==> config.mk <==
export PLATFORM = sky130hd
export DESIGN_NAME = mac_accumulator_flat
export DESIGN_NICKNAME = d
export VERILOG_FILES = /design/src/rtl/mac_pkg.sv /design/src/rtl/mac_accumulator_if.sv /design/src/rtl/mac_accumulator_byte_serializer.sv /design/src/rtl/mac_accumulator.sv /design/src/flat_wrapper.sv
export SDC_FILE = /design/constraint.sdc
export NUM_CORES = 1
export LEC_CHECK = 0
export ABC_AREA = 1
export CELL_PAD_IN_SITES_DETAIL_PLACEMENT = 0
export CELL_PAD_IN_SITES_GLOBAL_PLACEMENT = 2
export CORE_AREA = 2 2 139 107
export CTS_CLUSTER_SIZE = 16
export DETAILED_ROUTE_END_ITERATION = 8
export DIE_AREA = 0 0 141 109
export PLACE_DENSITY = 0.86
export SLEW_MARGIN = 20
export SYNTH_ARGS = -nofsm -noshare
export SYNTH_HDL_FRONTEND = slang
export SYNTH_SLANG_ARGS = --single-unit
==> constraint.sdc <==
create_clock -name clk -period 3.05 [get_ports clk]
set_input_delay 0.7625 -clock clk [delete_from_list [all_inputs] [get_ports clk]]
set_output_delay 0.7625 -clock clk [all_outputs]
set_load 0.005 [all_outputs]
==> src/rtl/mac_pkg.sv <==
// rtl/mac_pkg.sv - shared widths, readout state type and saturating adder for the MAC accumulator
package mac_pkg;

  localparam int PROD_W = 16;
  localparam int ACC_W  = 24;
  localparam int CNT_W  = 8;
  localparam int NBYTES = ACC_W / 8;

  // One BYTE state; the byte position is carried in a separate index register
  typedef enum logic {
    RD_IDLE = 1'b0,
    RD_BYTE = 1'b1
  } rd_state_t;

  // Returns {ovf, result}; result is clamped to the signed range when ovf is set
  function automatic logic [ACC_W:0] sat_add(input logic [ACC_W-1:0] acc,
                                             input logic [ACC_W-1:0] sext_prod);
    logic [ACC_W-1:0] sum;
    logic             ovf;
    sum = acc + sext_prod;
    ovf = (acc[ACC_W-1] == sext_prod[ACC_W-1]) && (sum[ACC_W-1] != acc[ACC_W-1]);
    if (ovf) begin
      sum = acc[ACC_W-1] ? {1'b1, {(ACC_W-1){1'b0}}} : {1'b0, {(ACC_W-1){1'b1}}};
    end
    return {ovf, sum};
  endfunction

endpackage

==> src/rtl/mac_accumulator_if.sv <==
// rtl/mac_accumulator_if.sv - product input, control and readout bundle for the MAC accumulator
interface mac_accumulator_if #(
  parameter int PROD_W = mac_pkg::PROD_W,
  parameter int ACC_W  = mac_pkg::ACC_W,
  parameter int CNT_W  = mac_pkg::CNT_W
);

  logic [PROD_W-1:0] prod_in;
  logic              prod_valid;
  logic              acc_clear;
  logic              rd_start;
  logic [7:0]        rd_data;
  logic              rd_valid;
  logic              rd_last;
  logic              rd_busy;
  logic              acc_ovf;
  logic [CNT_W-1:0]  acc_count;
  logic [ACC_W-1:0]  acc_value;

  modport master (
    output prod_in, prod_valid, acc_clear, rd_start,
    input  rd_data, rd_valid, rd_last, rd_busy, acc_ovf, acc_count, acc_value
  );

  modport slave (
    input  prod_in, prod_valid, acc_clear, rd_start,
    output rd_data, rd_valid, rd_last, rd_busy, acc_ovf, acc_count, acc_value
  );

endinterface

==> src/rtl/mac_accumulator_byte_serializer.sv <==
// rtl/mac_accumulator_byte_serializer.sv - snapshot register and LSB-first byte readout FSM
module byte_serializer
  import mac_pkg::*;
#(
  parameter int NBYTES = mac_pkg::NBYTES
) (
  input  logic                clk,
  input  logic                rst,
  input  logic                start,
  input  logic [8*NBYTES-1:0] snap_in,
  output logic [7:0]          data,
  output logic                valid,
  output logic                last,
  output logic                busy
);

  localparam int IDX_W = (NBYTES > 1) ? $clog2(NBYTES) : 1;
  localparam logic [IDX_W-1:0] LAST_IDX = IDX_W'(NBYTES - 1);

  rd_state_t           state, state_nxt;
  logic [IDX_W-1:0]    idx, idx_nxt;
  logic [8*NBYTES-1:0] snap;

  always_ff @(posedge clk) begin
    if (rst) begin
      state <= RD_IDLE;
      idx   <= '0;
      snap  <= '0;
    end else begin
      state <= state_nxt;
      idx   <= idx_nxt;
      // Capture only on an accepted start so the sum stays frozen for the whole stream
      if (state == RD_IDLE && start) begin
        snap <= snap_in;
      end
    end
  end

  always_comb begin
    state_nxt = state;
    idx_nxt   = idx;
    data      = 8'h00;
    valid     = 1'b0;
    last      = 1'b0;
    busy      = 1'b0;
    case (state)
      RD_IDLE: begin
        if (start) begin
          state_nxt = RD_BYTE;
          idx_nxt   = '0;
        end
      end
      RD_BYTE: begin
        busy  = 1'b1;
        valid = 1'b1;
        data  = snap[8*idx +: 8];
        if (idx == LAST_IDX) begin
          last      = 1'b1;
          state_nxt = RD_IDLE;
          idx_nxt   = '0;
        end else begin
          idx_nxt = idx + 1'b1;
        end
      end
      default: begin
        state_nxt = RD_IDLE;
        idx_nxt   = '0;
      end
    endcase
  end

endmodule

==> src/rtl/mac_accumulator.sv <==
// rtl/mac_accumulator.sv - saturating multiply-accumulate sum with product counter and byte readout
module mac_accumulator
  import mac_pkg::*;
#(
  parameter int PROD_W = mac_pkg::PROD_W,
  parameter int ACC_W  = mac_pkg::ACC_W,
  parameter int CNT_W  = mac_pkg::CNT_W
) (
  input  logic               clk,
  input  logic               rst,
  mac_accumulator_if.slave   bus
);

  logic [ACC_W-1:0] acc;
  logic [CNT_W-1:0] count;
  logic             ovf;
  logic [ACC_W-1:0] sext_prod;
  logic [ACC_W-1:0] sum_sat;
  logic             add_ovf;

  always_comb begin
    sext_prod          = {{(ACC_W-PROD_W){bus.prod_in[PROD_W-1]}}, bus.prod_in};
    {add_ovf, sum_sat} = sat_add(acc, sext_prod);
  end

  always_ff @(posedge clk) begin
    if (rst) begin
      acc   <= '0;
      count <= '0;
      ovf   <= 1'b0;
    end else if (bus.acc_clear) begin
      // Clear wins, then a same-cycle product becomes the first term of the new sum
      acc   <= bus.prod_valid ? sext_prod : '0;
      count <= bus.prod_valid ? CNT_W'(1) : '0;
      ovf   <= 1'b0;
    end else if (bus.prod_valid) begin
      acc <= sum_sat;
      ovf <= ovf | add_ovf;
      if (count != {CNT_W{1'b1}}) begin
        count <= count + 1'b1;
      end
    end
  end

  assign bus.acc_value = acc;
  assign bus.acc_count = count;
  assign bus.acc_ovf   = ovf;

  byte_serializer #(
    .NBYTES(ACC_W / 8)
  ) u_ser (
    .clk    (clk),
    .rst    (rst),
    .start  (bus.rd_start),
    .snap_in(acc),
    .data   (bus.rd_data),
    .valid  (bus.rd_valid),
    .last   (bus.rd_last),
    .busy   (bus.rd_busy)
  );

endmodule

==> src/flat_wrapper.sv <==
// flat-port wrapper written by rule: the top's interface ports become plain ports
module mac_accumulator_flat import mac_pkg::*;
#(
  parameter int PROD_W = mac_pkg::PROD_W,
  parameter int ACC_W  = mac_pkg::ACC_W,
  parameter int CNT_W  = mac_pkg::CNT_W
)
  (clk, rst, bus_prod_in, bus_prod_valid, bus_acc_clear, bus_rd_start, bus_rd_data, bus_rd_valid, bus_rd_last, bus_rd_busy, bus_acc_ovf, bus_acc_count, bus_acc_value);
  mac_accumulator_if #(.PROD_W(PROD_W), .ACC_W(ACC_W), .CNT_W(CNT_W)) bus_i ();
  input  logic clk;
  input  logic rst;
  input wire logic [$bits(bus_i.prod_in)-1:0] bus_prod_in;
  input wire logic [$bits(bus_i.prod_valid)-1:0] bus_prod_valid;
  input wire logic [$bits(bus_i.acc_clear)-1:0] bus_acc_clear;
  input wire logic [$bits(bus_i.rd_start)-1:0] bus_rd_start;
  output wire logic [$bits(bus_i.rd_data)-1:0] bus_rd_data;
  output wire logic [$bits(bus_i.rd_valid)-1:0] bus_rd_valid;
  output wire logic [$bits(bus_i.rd_last)-1:0] bus_rd_last;
  output wire logic [$bits(bus_i.rd_busy)-1:0] bus_rd_busy;
  output wire logic [$bits(bus_i.acc_ovf)-1:0] bus_acc_ovf;
  output wire logic [$bits(bus_i.acc_count)-1:0] bus_acc_count;
  output wire logic [$bits(bus_i.acc_value)-1:0] bus_acc_value;
  assign bus_i.prod_in = bus_prod_in;
  assign bus_i.prod_valid = bus_prod_valid;
  assign bus_i.acc_clear = bus_acc_clear;
  assign bus_i.rd_start = bus_rd_start;
  assign bus_rd_data = bus_i.rd_data;
  assign bus_rd_valid = bus_i.rd_valid;
  assign bus_rd_last = bus_i.rd_last;
  assign bus_rd_busy = bus_i.rd_busy;
  assign bus_acc_ovf = bus_i.acc_ovf;
  assign bus_acc_count = bus_i.acc_count;
  assign bus_acc_value = bus_i.acc_value;
  mac_accumulator #(.PROD_W(PROD_W), .ACC_W(ACC_W), .CNT_W(CNT_W)) u_core (.clk(clk), .rst(rst), .bus(bus_i));
endmodule
Word level (Yosys, flattened, before mapping)
Cells that the tools add are included.
- add/sub/neg operators: 3
- mux-type cells: 19
- shifts and indexed selects: 1
- reductions and logical operators: 6
- equality and inequality tests: 5
- bitwise operators: 2
- operator list (operator ; number):
    24-bit 2-to-1 mux ; 5
    8-bit 2-to-1 mux ; 4
    24-bit adder ; 1
    24-bit by 6-bit indexed part select with 8-bit output ; 1
    8-bit by 1-bit adder with 8-bit output (second input constant) ; 1
    8-bit != test (second input constant) ; 1
    1-bit 2-to-1 mux ; 6
    2-bit 2-to-1 mux ; 2
    2-bit case mux with 2 select lines ; 1
    2-bit nonzero test ; 2
    2-bit by 1-bit adder with 2-bit output (second input constant) ; 1
    2-bit equality test (second input constant) ; 1
    1-bit logical AND ; 2
    2-bit != test (second input constant) ; 1
    1-bit case mux with 2 select lines ; 1
    2-bit AND reduction ; 1
    2-bit OR reduction ; 1
    1-bit equality test ; 1
    1-bit != test ; 1
    1-bit NOT ; 1
    1-bit bitwise OR ; 1
- word-level logic and storage cells: 42
- output and inout bits: 44
- bits in registers: 60
- bits of input ports: 21

Logic depth before layout (Yosys ltp)
Gate-level depths: netlist (run 1).
- depth in word-level cells: 6
- mapped depth: 16
- gate-level depth less buffers: 16

By module
Synthesis (run 1) repeated with hierarchy kept, for this count alone.
- cell total of the unflattened synthesis: 713
- area, all modules: 4555.6 um^2
- by module, submodules not included (module ; area each (um^2) ; sequential area each (um^2) ; instances ; cells each):
    mac_accumulator ; 3340.7 ; 660.6 ; 1 ; 541
    byte_serializer ; 1214.9 ; 540.5 ; 1 ; 172

Worst setup path after synthesis (run 1)
Ideal clock, no wire load.
- path type: in2reg
- start: input bus_prod_in[15]
- end: register u_core.acc[5], in the netlist u_core.bus.acc_value[5]
- slack: 0.691 ns
- arrival time: 2.247 ns
- data required time: 2.938 ns
- path buffers: 1
- stages: 14
- library setup time: 0.112 ns
- path through: ha_1 -> nand2_2 -> inv_2 -> nand2_2 -> nand2_2 -> a21oi_2 -> nand3_2 -> nand2_1 -> inv_2 -> o21ai_4 -> buf_8 -> nand2_2 -> o21ai_2 -> inv_1
- cells in the longest elaborated chain, start to end: 6
- elaborated cells between the ends (all ways): 7
- classes of those cells: 1 x add/sub; 2 x eq/ne; 3 x mux; 1 x reduce/logical
- RTL lines (item ; RTL line ; source):
    start: declaration ; flat_wrapper.sv:12 ; input wire logic [$bits(bus_i.prod_in)-1:0] bus_prod_in;
    24-bit adder ; mac_pkg.sv:20 ; sum = acc + sext_prod;
    1-bit != test ; mac_pkg.sv:21 ; ovf = (acc[ACC_W-1] == sext_prod[ACC_W-1]) && (sum[ACC_W-1] != acc[ACC_W-1]);
    1-bit logical AND * ; mac_pkg.sv:21 ;
    24-bit 2-to-1 mux * ; mac_pkg.sv:22 ; if (ovf) begin
    24-bit 2-to-1 mux * ; mac_accumulator.sv:36 ; end else if (bus.prod_valid) begin
    24-bit 2-to-1 mux * ; mac_accumulator.sv:31 ; end else if (bus.acc_clear) begin
    end signal: assignment ; mac_accumulator.sv:33 ; acc <= bus.prod_valid ? sext_prod : '0;
    end signal: assignment ; mac_accumulator.sv:37 ; acc <= sum_sat;
    end: declaration ; mac_accumulator.sv:14 ; logic [ACC_W-1:0] acc;
Every way passes the cells marked *; elsewhere a longest branch is shown, timed or not. The select of a mux whose other input is x is not followed.
A chain may end at the register's enable or synchronous reset.

Worst setup path in the final report (run 1)
- start: input bus_prod_in[0]
- end: register u_core.acc[20], in the netlist u_core.bus.acc_value[20]
- cells in the longest elaborated chain, start to end: 6
- RTL lines (item ; RTL line):
    24-bit adder * ; mac_pkg.sv:20
    1-bit != test ; mac_pkg.sv:21
    1-bit logical AND ; mac_pkg.sv:21
    24-bit 2-to-1 mux * ; mac_pkg.sv:22
    24-bit 2-to-1 mux * ; mac_accumulator.sv:36
    24-bit 2-to-1 mux * ; mac_accumulator.sv:31
Marks and branches as above.

==> results by group, run 1 <==
Outcome
  – Status: finished clean

Floorplanning
  – Horiz. Die Dim: roughly 140 um
  – Core ar.: roughly 0.014 mm^2
  – Initial Util: approximately 29%
  – Ports: 65
  – Die Y: between 100 and 150 um
  – Rows: 38
  – Area of the die: about 0.015 mm^2

Timing
  – Worst slew margin relative to its limit: a little over half
  – Worst Clk Skew: ~0.0032 ns
  – Hold Vio Cnt, Final: 0
  – Max Clock Freq: 359 MHz
  – Period utilisation layout: 91.4%
  – Setup repair after global routing missed its margin: false
  – Final Critical Period: roughly 2.8 ns
  – Final setup fails: 0
  – Final hold slack: 0.473 ns
  – Slew @ Worst Pin: between 0.6 and 0.7 ns
  – Fin Setup TNS: 0 ns
  – Slew Viols, Final: 0

Pwr
  – Power Internal: between 1.5 and 2 mW
  – Psw: about 910 uW
  – Sequential share of power: approximately a third
  – Logic pwr share: 32.3%
  – Net Sw Frac: 32.3%
  – Clock power share: 34.3%
  – Final Total Pwr: about 2.8 mW
  – Power Dens Cells: 519 mW/mm^2
  – Leakage Power: ~2.6 nW
  – Worst VDD drop: between 200 and 250 uV

Setup path
  – WP data required: 3.25 ns
  – CP Capture Type: flip-flop
  – Crit path launch type: input port
  – Critical Path Fanout Max: 3
  – WS Path Type: in2reg
  – WP data arrival: 2.99 ns

Placed design
  – PortBufs: 64
  – DP Wirelength: slightly above 10,000 um
  – Placer Congestion: around 0.86
  – Cell Count Post-Placement: 876
  – DP Area: roughly 0.0052 mm^2

Min path
  – Hold/Removal Path Class: reg2reg

Finish
  – Finished Cell Area: around 0.0054 mm^2
  – Share of layout cells above drive strength 1: roughly 14%
  – Nets: between 700 and 800
  – Area Growth Syn to Fin: 32.6%
  – N_diodes: 0
  – Post-route insts no fill: around 890
  – # fillers: between 1,000 and 1,500

Logic synthesis
  – Ys flop type: dfxtp_1
  – Synth area leader: dfxtp_1
  – Unique cell type count in the Yosys netlist: between 40 and 50
  – Synth top area cells: dfxtp_1 29%, nand2_1 13%, nor2_1 8.6%, ha_1 7.3%, o21ai_0 6.0%
  – Mean Syn Cell Area: between 6 and 7 um^2
  – Post-Syn Nets: 660
  – YS warnings: 0
  – Most numerous cell in the Yosys netlist: nand2_1
  – Synthesized flop and latch total: 60
  – Sequential fraction of the synthesis area: about 29%
  – Post-synth ARST share: 0%
  – Commonest cells in the netlist: 140 x nand2_1, 94 x nor2_1, 61 x inv_1
  – Post-synth EDFFs: 0
  – Synth top area share: between 20% and 30%
  – Mapped Area: 0.00411 mm^2
  – Cells after synthesis: around 610

Clock network
  – Post-CTS Setup Bufs: 0
  – Clk buf depth: 2
  – Clock Latency Late Sink: slightly above 0.3 ns
  – CTS tree: yes
  – Reg clk slew, reported paths: around 0.050 ns
  – Cts bufs inserted: 9
  – H-tree levels: 3
  – TritonCTS Sinks: 60
  – Root Buffer: clkbuf_16

Global routing
  – Antenna violations before repair: 0
  – Global Route Usage Sum: 16.9%
  – Largest net degree at the start of global routing: 45
  – GR Overflow Total: 0
  – Vias in the first global route: a little over 4,000
  – First-pass GRT wire length: between 20,000 and 25,000 um

Drt
  – Final WL: ~13,000 um
  – Post-route DRC: 0
  – WL/cell: approximately 14 um
  – Pre-Repair DR Iteration Count: 7
  – Via-per-instance ratio: approximately 4.7
  – Vias: ~4,200
  – Initial DRC Count: ~270
  – DRT antenna net count: 0

Run
  – Max-cap violation count: 0
-- path summary, 6_finish.rpt --
kind | start | end | slack [ns] | cells after the start
max | bus_prod_in[0] | u_core.bus.acc_value[20] | 0.26 | 12
min | u_core.bus.acc_count[7] | u_core.bus.acc_count[7] | 0.47 | 1
max reg2reg | u_core.bus.acc_value[0] | u_core.bus.acc_value[20] | 0.77 | 11
min reg2reg | u_core.bus.acc_count[7] | u_core.bus.acc_count[7] | 0.47 | 1
-- cell type report --
class / count / area (um^2) / share of cell area [%]
Sequential cell: 60 / 1200 / 22.1
Clock inverter: 2 / 35.0 / 0.643
Timing Repair Buffer: 98 / 911 / 16.7
Multi-Input combinational cell: 468 / 2560 / 47.0
Inverter: 70 / 264 / 4.85
Clock buffer: 13 / 250 / 4.59
Tap cell: 180 / 225 / 4.14
-- worst max-delay path: stages --
cell and delay, ns:
clkdlybuf4s50_1 0.43, ha_1 0.23, fa_1 0.42, nand3_1 0.09, nand2_1 0.11, nand2_1 0.08, nand2_1 0.11, a21o_1 0.21
a21oi_1 0.25, nand2_1 0.11, nand4_1 0.11, a21oi_1 0.07
-- layer usage --
| metal | global-route usage, % | wire length, um |
|---|---|---|
| met5 | 0 | 0 |
| met4 | 4.86 | 181 |
| met3 | 1.98 | 379 |
| met2 | 25.6 | 5290 |
| met1 | 25.3 | 6800 |
-- flip-flops by register name, indices dropped and copies added (netlist names) --
register / cells
u_core.u_ser.state: 1
u_core.u_ser.idx: 2
u_core.u_ser.snap: 24
u_core.bus.acc_ovf: 1
u_core.bus.acc_count: 8
u_core.bus.acc_value: 24
-- power by group through the flow --
stage	clock network, mW	logic [mW]	registers (mW)
floorplan	0	0.564	0.924
global placement	0	0.910	0.958
detailed placement	0	0.912	0.960
CTS	0.992	0.917	0.944
global route	1.03	1.03	0.952
finish	0.971	0.914	0.944
-- layout by cell type (no fill, tap or decap), types with 2 or more instances in the layout --
cell type,count
nand2_1,140
nor2_1,94
clkdlybuf4s50_1,63
inv_1,61
dfxtp_1,60
o21ai_0,49
a21oi_1,37
buf_4,33
nand3_1,25
ha_1,24
nand2_2,13
nand3_2,11
clkbuf_16,9
xnor2_1,8
nand4_1,8
xor2_1,8
o211ai_2,8
inv_2,7
a21oi_2,5
o211ai_1,5
nor3_1,4
nor2_2,4
o21bai_1,4
clkbuf_1,3
o21ai_2,2
clkinv_2,2
o21a_1,2
a21o_1,2
nand3b_1,2
-- stage by stage --
step           worst slack, ns  util, %
2_1_floorplan            0.691        -
6_report                 0.263     38.6
5_1_grt                 0.0829     38.6
3_5_place_dp            -0.127     36.5
4_1_cts                  0.204     38.6
3_3_place_gp           -0.0677     36.5
-- cell families after synthesis --
kind of cell    share of synthesized area (%)
compound gates                           18.0
xor+xnor                                 3.41
fa+ha+maj                                7.80
buf+inv                                  8.46
flops                                    29.2
simple gates                             33.1
-- what timing repair did --
item,CTS,global route
endpoints found under the setup margin,0,6
resized for setup,0,1
hold buffers,0,0
Power figures use the tool's default switching activity.
==> run 2: changes to the inputs <==
Settings changed: MAX_ROUTING_LAYER set to met4.
==> run 2 against run 1 <==
Fmax shrank 0.46%; global-route usage up 0.46 points; sequential power about the same; sequential share of layout area is 0.14 points lower.
==> results by group, run 2 (same netlist as run 1, synthesis figures left out) <==
Global routing
  – First-pass GRT wire length: 20,400 um (was 20,600 um)
  – Global Route Usage Sum: 17.4% (was 16.9%)
  – GR Overflow Total: 0 (unchanged)
  – Vias in the first global route: 3,911 (was 4,040)
  – Largest net degree at the start of global routing: 45 (unchanged)
  – Antenna violations before repair: 0 (unchanged)

Floorplanning
  – Rows: 38 (unchanged)
  – Initial Util: 29.1% (unchanged)
  – Horiz. Die Dim: 141 um (unchanged)
  – Die Y: 109 um (unchanged)
  – Area of the die: 0.0154 mm^2 (unchanged)
  – Ports: 65 (unchanged)
  – Core ar.: 0.0141 mm^2 (unchanged)

Drt
  – Top Layer Used: met4 (unchanged)
  – WL met1: 6940 um (was 6800 um)
  – Via-per-instance ratio: 4.71 (was 4.70)
  – Metal2 WL: 5300 um (was 5290 um)
  – DRT antenna net count: 0 (unchanged)
  – Vias: 4,209 (was 4,190)
  – Final WL: 12,700 um (was 12,600 um)
  – WL/cell: 14.2 um (about the same)
  – Initial DRC Count: 274 (was 273)
  – Routed met3 length: 344 um (was 379 um)
  – Post-route DRC: 0 (unchanged)
  – Pre-Repair DR Iteration Count: 4 (was 7)

Finish
  – Post-route insts no fill: 894 (was 891)
  – Share of layout cells above drive strength 1: 14.8% (was 14.2%)
  – Commonest non-fill, non-tap cell in the layout: nand2_1 (unchanged)
  – Nets: 755 (was 753)
  – # fillers: 1,499 (was 1,485)
  – Most frequent cells in the layout: 140 x nand2_1, 94 x nor2_1, 63 x clkdlybuf4s50_1 (unchanged)
  – N_diodes: 0 (unchanged)
  – Area Growth Syn to Fin: 33.4% (was 32.6%)

Timing
  – Final Critical Period: 2.80 ns (was 2.79 ns)
  – Period utilisation layout: 91.8% (was 91.4%)
  – Setup ws final: 0.250 ns (was 0.263 ns)
  – Max Clock Freq: 357 MHz (was 359 MHz)
  – Setup repair after global routing missed its margin: false (unchanged)
  – Worst Clk Skew: 0.00683 ns (was 0.00315 ns)
  – Slew Viols, Final: 0 (unchanged)
  – Worst slew margin relative to its limit: 56.9% (was 54.9%)
  – Slew @ Worst Pin: 0.642 ns (was 0.672 ns)
  – Final setup fails: 0 (unchanged)
  – Hold Vio Cnt, Final: 0 (unchanged)

Placed design
  – Placer Congestion: 0.874 (was 0.861)
  – PortBufs: 64 (unchanged)
  – Cell Count Post-Placement: 878 (was 876)
  – DP Wirelength: 10,400 um (was 10,300 um)
  – Dpl ws: -0.201 ns (was -0.127 ns)

Setup path
  – WP data arrival: 2.04 ns (was 2.99 ns)
  – WS Path Type: reg2out (was in2reg)
  – Critical Path Fanout Max: 9 (was 3)
  – CP startpoint: u_core.u_ser.idx[0] (was bus_prod_in[0])
  – WP data required: 2.29 ns (was 3.25 ns)
  – Cell Chain, Critical Path: inv_1 > nor2_1 > nand2_1 > nand3_1 > nand2_1 > inv_1 > clkdlybuf4s50_1 (was clkdlybuf4s50_1 > ha_1 > fa_1 > nand3_1 > nand2_1 > nand2_1 > nand2_1 > a21o_1 > a21oi_1 > nand2_1 > nand4_1 > a21oi_1)
  – Worst Reg-to-Reg Cells: 13 (was 11)
  – Cell count along the critical path: 7 (was 12)
  – Crit path launch type: flip-flop (was input port)
  – Top Family by Delay on Critical Path: simple AND/OR/NAND/NOR gates (was adder cells)
  – Slowest stage cell, crit path: clkdlybuf4s50_1 (unchanged)
  – CP peak stage delay: 0.49 ns (was 0.43 ns)
  – CP Capture Type: output port (was flip-flop)
  – Buf+Inv Stages, Crit Path: 3 (was 1)
  – Critical R2R Launch: u_core.bus.acc_value[0] (unchanged)

Min path
  – Hold depth: 1 (unchanged)
  – HP Start: u_core.bus.acc_count[7] (unchanged)
  – Hold/Removal Path Class: reg2reg (unchanged)

Clock network
  – Cts bufs inserted: 9 (unchanged)
  – Post-CTS Setup Bufs: 0 (unchanged)
  – Clk buf depth: 2 (unchanged)
  – Clock Latency Late Sink: 0.33 ns (was 0.31 ns)
  – Root Buffer: clkbuf_16 (unchanged)
  – CTS tree: yes (unchanged)
  – TritonCTS Sinks: 60 (unchanged)
  – Reg clk slew, reported paths: 0.06 ns (was 0.05 ns)
  – H-tree levels: 3 (unchanged)

Pwr
  – Worst VDD drop: 296 uV (was 210 uV)
  – Leakage Power: 2.59 nW (was 2.58 nW)
  – Power Dens Cells: 526 mW/mm^2 (was 519 mW/mm^2)

Outcome
  – Status: finished clean (unchanged)

Run
  – Max-cap violation count: 0 (unchanged)
==> run 2: repair_timing <==
action,in CTS,in global routing
setup endpoints to repair,0,13
hold buffers,0,0
gates resized for setup,0,1
==> run 2: report_power, final <==
part / switching, mW / internal, mW / total (mW)
Clock: 0.362 / 0.655 / 1.02
Combinational: 0.507 / 0.416 / 0.922
Sequential: 0.0876 / 0.855 / 0.943
Total: 0.956 / 1.93 / 2.88
==> run 2: final timing paths <==
kind,slack [ns],endpoint
max,0.25,bus_rd_data[6]
min,0.48,u_core.bus.acc_count[7]
max reg2reg,0.75,u_core.bus.acc_value[18]
min reg2reg,0.48,u_core.bus.acc_count[7]
==> run 2: per-layer routing <==
layer,up-vias,GRT usage [%]
met5,-,-
met3,8,1.76
met2,70,25.3
met1,1926,25.7
li1,2205,-
met4,0,4.29
==> run 2: layout make-up <==
| cell class | count | area, um^2 | area share [%] |
|---|---|---|---|
| clock buffers | 11 | 243 | 4.43 |
| clock inverters | 5 | 61.3 | 1.12 |
| inverters | 70 | 264 | 4.82 |
| multi-input cells | 468 | 2560 | 46.7 |
| flip-flops and latches | 60 | 1200 | 21.9 |
| well taps | 180 | 225 | 4.11 |
| repair buffers | 100 | 926 | 16.9 |
==> run 2: through the flow <==
stage | utilization [%] | hold slack [ns] | instance area [um^2] | setup TNS (ns) | power (mW)
floorplan | - | 0.455 | 4110 | 0 | 1.49
global placement | 36.6 | 0.454 | 5170 | -0.865 | 1.87
detailed placement | 36.6 | 0.469 | 5170 | -2.99 | 1.88
CTS | 38.8 | 0.482 | 5480 | 0 | 2.90
global route | 38.8 | 0.514 | 5480 | 0 | 3.05
finish | 38.8 | 0.476 | 5480 | 0 | 2.88
